--- config.mk ---
export PLATFORM = sky130hd
export DESIGN_NAME = approx_mult_lsam_pipe
export DESIGN_NICKNAME = d
export VERILOG_FILES = /design/src/rtl/approx_mult_pkg.sv /design/src/rtl/approx_pp_gen.sv /design/src/rtl/approx_mult_lsam_pipe.sv
export SDC_FILE = /design/constraint.sdc
export NUM_CORES = 1
export LEC_CHECK = 0
export ABC_AREA = 1
export BUFFER_PORTS_ARGS = -buffer_cell sky130_fd_sc_hd__buf_2
export CAP_MARGIN = 20
export CORE_MARGIN = 3
export CORE_UTILIZATION = 45
export CTS_CLUSTER_SIZE = 28
export DETAILED_ROUTE_END_ITERATION = 6
export HOLD_SLACK_MARGIN = 0.03
export PLACE_DENSITY = 0.69
export SYNTH_ARGS = -nofsm -noshare
export SYNTH_HDL_FRONTEND = slang
export SYNTH_SLANG_ARGS = --single-unit
export TNS_END_PERCENT = 5
--- constraint.sdc ---
create_clock -name clk -period 2.8 [get_ports clk]
set_input_delay 0.14 -clock clk [delete_from_list [all_inputs] [get_ports clk]]
set_output_delay 0.14 -clock clk [all_outputs]
set_load 0.01 [all_outputs]
--- src/rtl/approx_mult_pkg.sv ---
// Shared constants and helpers for the LUT-sharing approximate multiplier.
// Mode encoding of the per-transaction approx input, and the rule that
// picks the effective 2-bit multiplier group for each partial product.
package approx_mult_pkg;

    localparam logic MODE_EXACT  = 1'b0;
    localparam logic MODE_APPROX = 1'b1;

    // Effective 2-bit group: approximate high groups reuse their low bit for
    // both positions, so their partial product is only ever 0 or 3*a.
    function automatic logic [1:0] eff_grp(
        input logic [1:0] grp,
        input int         idx,
        input logic       mode,
        input int         exact_groups
    );
        logic [1:0] r;
        r = grp;
        if (mode == MODE_APPROX && idx >= exact_groups) begin
            r = {grp[0], grp[0]};
        end
        return r;
    endfunction

endpackage

--- src/rtl/approx_pp_gen.sv ---
// One partial product: a times a 2-bit multiplier group, zero-extended to
// the full product width and shifted to the group's bit position.
module approx_pp_gen #(
    parameter int WIDTH = 8,
    parameter int IDX   = 0
) (
    input  logic [WIDTH-1:0]   a_i,
    input  logic [1:0]         grp_i,
    output logic [2*WIDTH-1:0] pp_o
);
    localparam int PW = 2 * WIDTH;

    logic [PW-1:0] a_ext;
    logic [PW-1:0] prod;

    assign a_ext = {{WIDTH{1'b0}}, a_i};
    assign prod  = a_ext * {{(PW-2){1'b0}}, grp_i};
    assign pp_o  = prod << (2 * IDX);

endmodule

--- src/rtl/approx_mult_lsam_pipe.sv ---
// Two-stage pipelined radix-4 multiplier with an optional approximate mode
// in which the high multiplier groups share a reduced partial-product set.
// Stage 1 holds the partial products, stage 2 holds their sum (drives p).
// Optional: define APPROX_MULT_ERR_STATS_EN to add error statistics
// (stat_clr, err_cnt, err_sum) comparing approx results with a*b.
module approx_mult_lsam_pipe
    import approx_mult_pkg::*;
#(
    parameter int WIDTH        = 8,
    parameter int EXACT_GROUPS = 1
) (
    input  logic               clk,
    input  logic               rst_n,
    input  logic               in_valid,
    output logic               in_ready,
    input  logic [WIDTH-1:0]   a,
    input  logic [WIDTH-1:0]   b,
    input  logic               approx,
    output logic               out_valid,
    input  logic               out_ready,
    output logic [2*WIDTH-1:0] p
`ifdef APPROX_MULT_ERR_STATS_EN
    ,
    input  logic               stat_clr,
    output logic [31:0]        err_cnt,
    output logic [31:0]        err_sum
`endif
);
    localparam int G  = WIDTH / 2;
    localparam int PW = 2 * WIDTH;

    logic          s1_valid_q;
    logic          s1_approx_q;
    logic [PW-1:0] pp_q [G];
    logic [PW-1:0] pp_w [G];
    logic          s2_valid_q;
    logic [PW-1:0] p_q;
    logic [PW-1:0] sum_d;
    logic          s1_advance;
    logic          accept;

    // A stage moves forward when the slot after it is empty or draining now.
    assign s1_advance = !s2_valid_q | out_ready;
    assign in_ready   = !s1_valid_q | s1_advance;
    assign accept     = in_valid & in_ready;
    assign out_valid  = s2_valid_q;
    assign p          = p_q;

    for (genvar g = 0; g < G; g++) begin : g_pp
        logic [1:0] grp_eff;
        assign grp_eff = eff_grp(b[2*g+1:2*g], g, approx, EXACT_GROUPS);
        approx_pp_gen #(.WIDTH(WIDTH), .IDX(g)) u_pp (
            .a_i  (a),
            .grp_i(grp_eff),
            .pp_o (pp_w[g])
        );
    end

    // Stage 1: capture the partial products and the mode of an accepted operand.
    always_ff @(posedge clk or negedge rst_n) begin
        if (!rst_n) begin
            s1_valid_q  <= 1'b0;
            s1_approx_q <= 1'b0;
            // NOTE: data registers are cleared along with the valid bits so no X can ever propagate to p.
            pp_q        <= '{default: '0};
        end else if (in_ready) begin
            // NOTE: state is updated with non-blocking assignments so every register samples pre-edge values.
            s1_valid_q <= in_valid;
            if (accept) begin
                pp_q        <= pp_w;
                s1_approx_q <= approx;
            end
        end
    end

    // Adder tree: total of the registered partial products, wrapping at 2*WIDTH bits.
    always_comb begin
        // NOTE: default assigned first so the combinational block can never infer a latch.
        sum_d = '0;
        for (int g = 0; g < G; g++) begin
            sum_d = sum_d + pp_q[g];
        end
    end

    // Stage 2: register the sum; holds p and out_valid while the consumer stalls.
    always_ff @(posedge clk or negedge rst_n) begin
        if (!rst_n) begin
            s2_valid_q <= 1'b0;
            p_q        <= '0;
        end else if (s1_advance) begin
            s2_valid_q <= s1_valid_q;
            if (s1_valid_q) begin
                p_q <= sum_d;
            end
        end
    end

`ifdef APPROX_MULT_ERR_STATS_EN
    localparam int SW = ((PW > 32) ? PW : 32) + 1;

    logic [PW-1:0] exact_s1_q;
    logic [PW-1:0] exact_s2_q;
    logic          s2_approx_q;
    logic [31:0]   err_cnt_q;
    logic [31:0]   err_sum_q;
    logic [PW-1:0] diff;
    logic [SW-1:0] sum_wide;
    logic [31:0]   err_cnt_d;
    logic [31:0]   err_sum_d;

    // Carry the exact product alongside the approximate one through both stages.
    always_ff @(posedge clk or negedge rst_n) begin
        if (!rst_n) begin
            exact_s1_q  <= '0;
            exact_s2_q  <= '0;
            s2_approx_q <= 1'b0;
        end else begin
            if (accept) begin
                exact_s1_q <= {{WIDTH{1'b0}}, a} * {{WIDTH{1'b0}}, b};
            end
            if (s1_advance && s1_valid_q) begin
                exact_s2_q  <= exact_s1_q;
                s2_approx_q <= s1_approx_q;
            end
        end
    end

    // Saturating error-count and absolute-error-sum candidates.
    always_comb begin
        diff      = (exact_s2_q >= p_q) ? (exact_s2_q - p_q) : (p_q - exact_s2_q);
        sum_wide  = SW'(err_sum_q) + SW'(diff);
        err_sum_d = (sum_wide > SW'(32'hFFFF_FFFF)) ? 32'hFFFF_FFFF : sum_wide[31:0];
        err_cnt_d = (err_cnt_q == 32'hFFFF_FFFF) ? err_cnt_q : err_cnt_q + 32'd1;
    end

    // Statistics update on each consumed approximate result; clear wins.
    always_ff @(posedge clk or negedge rst_n) begin
        if (!rst_n) begin
            err_cnt_q <= '0;
            err_sum_q <= '0;
        end else if (stat_clr) begin
            err_cnt_q <= '0;
            err_sum_q <= '0;
        end else if (s2_valid_q && out_ready && s2_approx_q && (diff != '0)) begin
            err_cnt_q <= err_cnt_d;
            err_sum_q <= err_sum_d;
        end
    end

    assign err_cnt = err_cnt_q;
    assign err_sum = err_sum_q;
`else
    logic unused_approx;
    assign unused_approx = s1_approx_q;
`endif

endmodule
Word level (Yosys, flattened, before mapping)

Cells that the tools add are included.
W data, S select, Z words.

Bits in registers: 70
Logic and storage cells: 24

Add/subtract/negate cells: 3
Multiply operators: 4
Multiplexer cells: 3
Bitwise operators: 3
Reduce and logical (&&, ||, !) cells: 4

Operator list:

| operator          | count |
|---|---|
| $add A16 B16 Y16  | 3 |
| $mul A8 B2 Y10    | 4 |
| $mux W2           | 3 |
| $reduce_and A2 Y1 | 2 |
| $logic_not A1 Y1  | 2 |
| $or A1 B1 Y1      | 2 |
| $and A1 B1 Y1     | 1 |

Depth between registers and ports, before layout

Word-level depth: 5
Depth in mapped cells: 16
Depth with buffers taken out: 15

By module

From an unflattened synthesis, not the netlist that was laid out.

Cells, all modules: 956
Area, all modules: 6995.5 sq um

By module, submodules not included:

| module                            | times used | cells each | area an instance (sq um) | seq. area each (sq um) |
|---|---|---|---|---|
| approx_mult_lsam_pipe             | 1          | 572        | 4865.9                   | 2052.0 |
| approx_pp_gen at g_pp[0].u_pp ... | 2          | 96         | 534.3                    | 0.0 |
| approx_pp_gen at g_pp[2].u_pp ... | 2          | 96         | 530.5                    | 0.0 |

Least setup slack after synthesis

No wires, ideal clock.

Path type: flip-flop to flip-flop
Start point: reg pp_q[6] in the netlist's numbering
End point: reg p_q[11] (netlist: p[11])
Library setup time: 0.117 ns
Data arrival time: 2.325 ns
Required time: 2.683 ns
Setup slack: 0.359 ns
Stages on the path, launching flop included: 13
Clock period less this slack: 2.441 ns
Path through: dfrtp_1 > inv_1 > fa_1 > inv_1 > fa_1 > ha_1 > nand2_1 > nand3_1 > nand2_1 > nand2_1 > xor2_1 > nand2_1 > nand2_1

Cells in the longest elaborated chain, start to end: 1

Ends and longest elaborated chain:

| element                | RTL line                    | text |
|---|---|---|
| from (decl)            | approx_mult_lsam_pipe.sv:34 | `logic [PW-1:0] pp_q [G];` |
| from (signal assigned) | approx_mult_lsam_pipe.sv:70 | `pp_q <= pp_w;` |
| $add A16 B16 Y16       | approx_mult_lsam_pipe.sv:81 | `sum_d = sum_d + pp_q[g];` |
| to (signal assigned)   | approx_mult_lsam_pipe.sv:93 | `p_q <= sum_d;` |
| to (decl)              | approx_mult_lsam_pipe.sv:37 | `logic [PW-1:0] p_q;` |

Every way passes these cells.
A chain may end at the register's enable or synchronous reset.

Final worst setup path

Same ends and word-level chain as after synthesis.

==> results.sh <==
export IMPL_gp_congestion=0.913
export IMPL_die_h_um=111
export IMPL_setup_violations=0
export IMPL_post_cts_buffers=0
export IMPL_slew_violations=0
export IMPL_tns_ns=0
export IMPL_arrival_ns=2.84
export IMPL_p_int_uw=2140
export IMPL_whs_ns=0.0725
export IMPL_netSwitchingFraction=0.443
export IMPL_grt_max_degree=43
export IMPL_synth_top_family_by_area="simple AND/OR/NAND/NOR gates"
export IMPL_hpwlAfterDp_um=9040
export IMPL_fin_skew_ns=0.00779
export IMPL_cts_tree="yes"
export IMPL_place_area_um2=5240
export IMPL_ys_flop_type="dfrtp_1"
export IMPL_outcome="finished, final reports clean"
export IMPL_critPathCaptureType="register"
export IMPL_placed_cells_incl_taps=860
export IMPL_synthMuxAreaShare=0
export IMPL_peakVddDrop_mv=0.385
export IMPL_max_freq_mhz=384
export IMPL_postRouteWirelength_um=11400
export IMPL_synth_xor_area_share=0.0212
export IMPL_synth_fa_ha_area_frac=0.198
export IMPL_drc=0
export IMPL_seq_area_frac_synth=0.293
export IMPL_path_clk_slew_ns=0.07
export IMPL_nets=825
export IMPL_p_seq_frac=0.301
export IMPL_postRouteAntennaNets=0
export IMPL_critPathBufInv=2
export IMPL_crit_slowest_cell="fa_1"
export IMPL_power_leakage_uw=0.00327
export IMPL_antennaDiodeCount=0
export IMPL_synth_fp_nets=789
export IMPL_rsz0062_at_grt="no"
export IMPL_coreArea_um2=10500
export IMPL_p_clk_frac=0.179
export IMPL_p_switching_uw=1700
export IMPL_antenna_found_initial=0
export IMPL_ioPinCount=39
export IMPL_grt_pass1_wl_um=19700
export IMPL_combPwrFrac=0.521
export IMPL_avgRoutedWirePerCell_um=13.0
export IMPL_async_flop_share=1.00
export IMPL_htree_levels=3
export IMPL_die_area_um2=12300
export IMPL_cts_buffers=9
export IMPL_cts_root_buf="clkbuf_8"
export IMPL_die_w_um=111
export IMPL_port_buffer_count=38
export IMPL_syn_area_um2=4950
export IMPL_initial_utilization=0.471
export IMPL_cpLargestDelayFamily="adder cells"
export IMPL_synth_compound_area_frac=0.0807
export IMPL_critPathLaunchType="register"
export IMPL_cap_violations=0
export IMPL_total_power_uw=3840
export IMPL_cp_common_cell="nand2_1"
export IMPL_period_minus_slack_ns=2.61
export IMPL_syn_to_final_growth_pct=9.64
export IMPL_relSlewSlack=0.531
export IMPL_min_period_over_period=0.931
export IMPL_vias=4361
export IMPL_critical_path_max_fanout=6
export IMPL_drive_above_1_share=0.0999
export IMPL_synth_cells=700
export IMPL_critPathRequiredTime_ns=3.03
export IMPL_crit_chain="inv_1 -> fa_1 -> inv_1 -> fa_1 -> ha_1 -> nand2_1 -> nand3_1 -> nand2_1 -> nand2_1 -> xor2_1 -> nand2_1 -> nand2_1"
export IMPL_crit_type="register to register"
export IMPL_critPathMaxStageDelay_ns=0.53
export IMPL_clock_latency_ns=0.34
export IMPL_yosys_warnings=0
export IMPL_dr_pass1_iters=5
export IMPL_fp_row_count=37
export IMPL_grt_pass1_vias=4220
export IMPL_syn_avg_cell_area_um2=7.07
export IMPL_worstMarginPinSlew_ns=0.702
export IMPL_viasPerCell=4.97
export IMPL_n_fill_cell=1055
export IMPL_finalHoldViolations=0
export IMPL_grtUsageTotal=0.195
export IMPL_clock_path_buffers=2
export IMPL_synth_edf_count=0
export IMPL_synth_seq_cells=58
export IMPL_grt_overflow_total=0
export IMPL_drtIter0Drc=312
export IMPL_finalNonFillerCells=877
export IMPL_cts_sinks=58
export IMPL_design_area_um2=5420
export IMPL_hold_path_class="input port to register"
export IMPL_ys_types=32
export IMPL_synth_simple_gate_area_frac=0.282
export IMPL_power_per_cell_area_nw_per_um2=707
==> layout by cell type (no fill, tap or decap), types with 2 or more instances in the layout <==
cell type | Yosys | layout
dfrtp_1 | 58 | 58
clkbuf_8 | 0 | 10
clkinv_2 | 0 | 3
o21a_1 | 3 | 3
nand4_1 | 14 | 14
nor2_1 | 46 | 46
clkinvlp_4 | 0 | 2
a21oi_1 | 21 | 21
buf_2 | 5 | 38
ha_1 | 51 | 50
inv_1 | 132 | 132
nor2_2 | 2 | 2
nand3_1 | 35 | 35
inv_2 | 5 | 5
nand3b_1 | 3 | 3
nand3_2 | 5 | 5
o22ai_1 | 7 | 7
a31oi_1 | 3 | 3
xnor2_1 | 4 | 4
o21ai_1 | 10 | 10
o21ai_2 | 3 | 3
o21ai_0 | 22 | 22
xor2_1 | 8 | 8
or2_1 | 2 | 2
nand2_1 | 227 | 227
fa_1 | 17 | 16
buf_4 | 1 | 2
==> power groups by stage <==
stage / Combinational, µW / Sequential, µW / Clock, µW
floorplan: 1440 / 1200 / 0
global placement: 1940 / 1150 / 0
detailed placement: 1990 / 1170 / 0
CTS: 2000 / 1150 / 704
global route: 2330 / 1180 / 740
finish: 2000 / 1150 / 685
==> worst paths after layout <==
check	slack [ns]	endpoint	depth (start not counted)	startpoint
worst min register to register	0.48	p[15]	2	p[15]
min in group asynchronous	0.26	p[7]	2	rst_n
worst max register to register	0.19	p[11]	12	pp_q[6]
worst max-delay path	0.19	p[11]	12	pp_q[6]
worst min-delay path	0.07	out_valid	4	out_ready
max in group asynchronous	1.68	pp_q[42]	3	rst_n
==> flip-flops by register name, indices dropped and copies added, names as in the netlist <==
signal / cells
out_valid: 1
p: 16
pp_q: 40
s1_valid_q: 1
==> layout make-up <==
type | instances | area (µm²) | share of cell area
Multi-Input combinational cell | 488 | 2880 | 0.532
Sequential cell | 58 | 1450 | 0.268
Inverter | 138 | 532 | 0.0980
Timing Repair Buffer | 41 | 215 | 0.0397
Tap cell | 136 | 170 | 0.0314
Clock buffer | 11 | 141 | 0.0261
Clock inverter | 5 | 30.0 | 0.00554
==> synthesized netlist by cell type, types with 8 or more instances <==
cell type  instances  area (µm²)
o21ai_0           22         110
xor2_1             8        70.1
clkbuf_1           8        30.0
nor2_1            46         173
nand4_1           14        87.6
fa_1              17         340
a21oi_1           21         105
nand3_1           35         175
o21ai_1           10        50.1
nand2_1          227         852
inv_1            132         495
dfrtp_1           58        1450
ha_1              51         638
==> kinds of logic after synthesis <==
logic type,count (synthesis)
adder cells (fa/ha/maj),68
AO/OA/AOI/OAI,72
AND/OR/NAND/NOR,336
flip-flops,58
buffers and inverters,154
XOR/XNOR,12
==> through the flow <==
step	util	worst slack, ns
global route	0.516	0.0118
floorplan	-	0.359
detailed placement	0.498	0.148
CTS	0.516	0.137
finish	0.516	0.193
global placement	0.498	0.187
==> per-layer routing <==
metal  routed length [µm]  global-route usage
met2                 5190               0.311
met4                  135              0.0690
met1                 5480               0.268
met5                    0                   0
met3                  594              0.0300
==> worst min-delay path: cells and delay by family <==
family	cells	cell delay, ns
and+or+nand+nor	2	0.12
buffers and inverters	2	0.12
==> what timing repair did <==
action,4_1_cts,5_1_grt
hold buffers,1,0
gates resized for setup,0,2
setup endpoints to repair,0,3
endpoints found under the hold margin,18,0
Note: power is estimated with default switching activity, not from simulation.
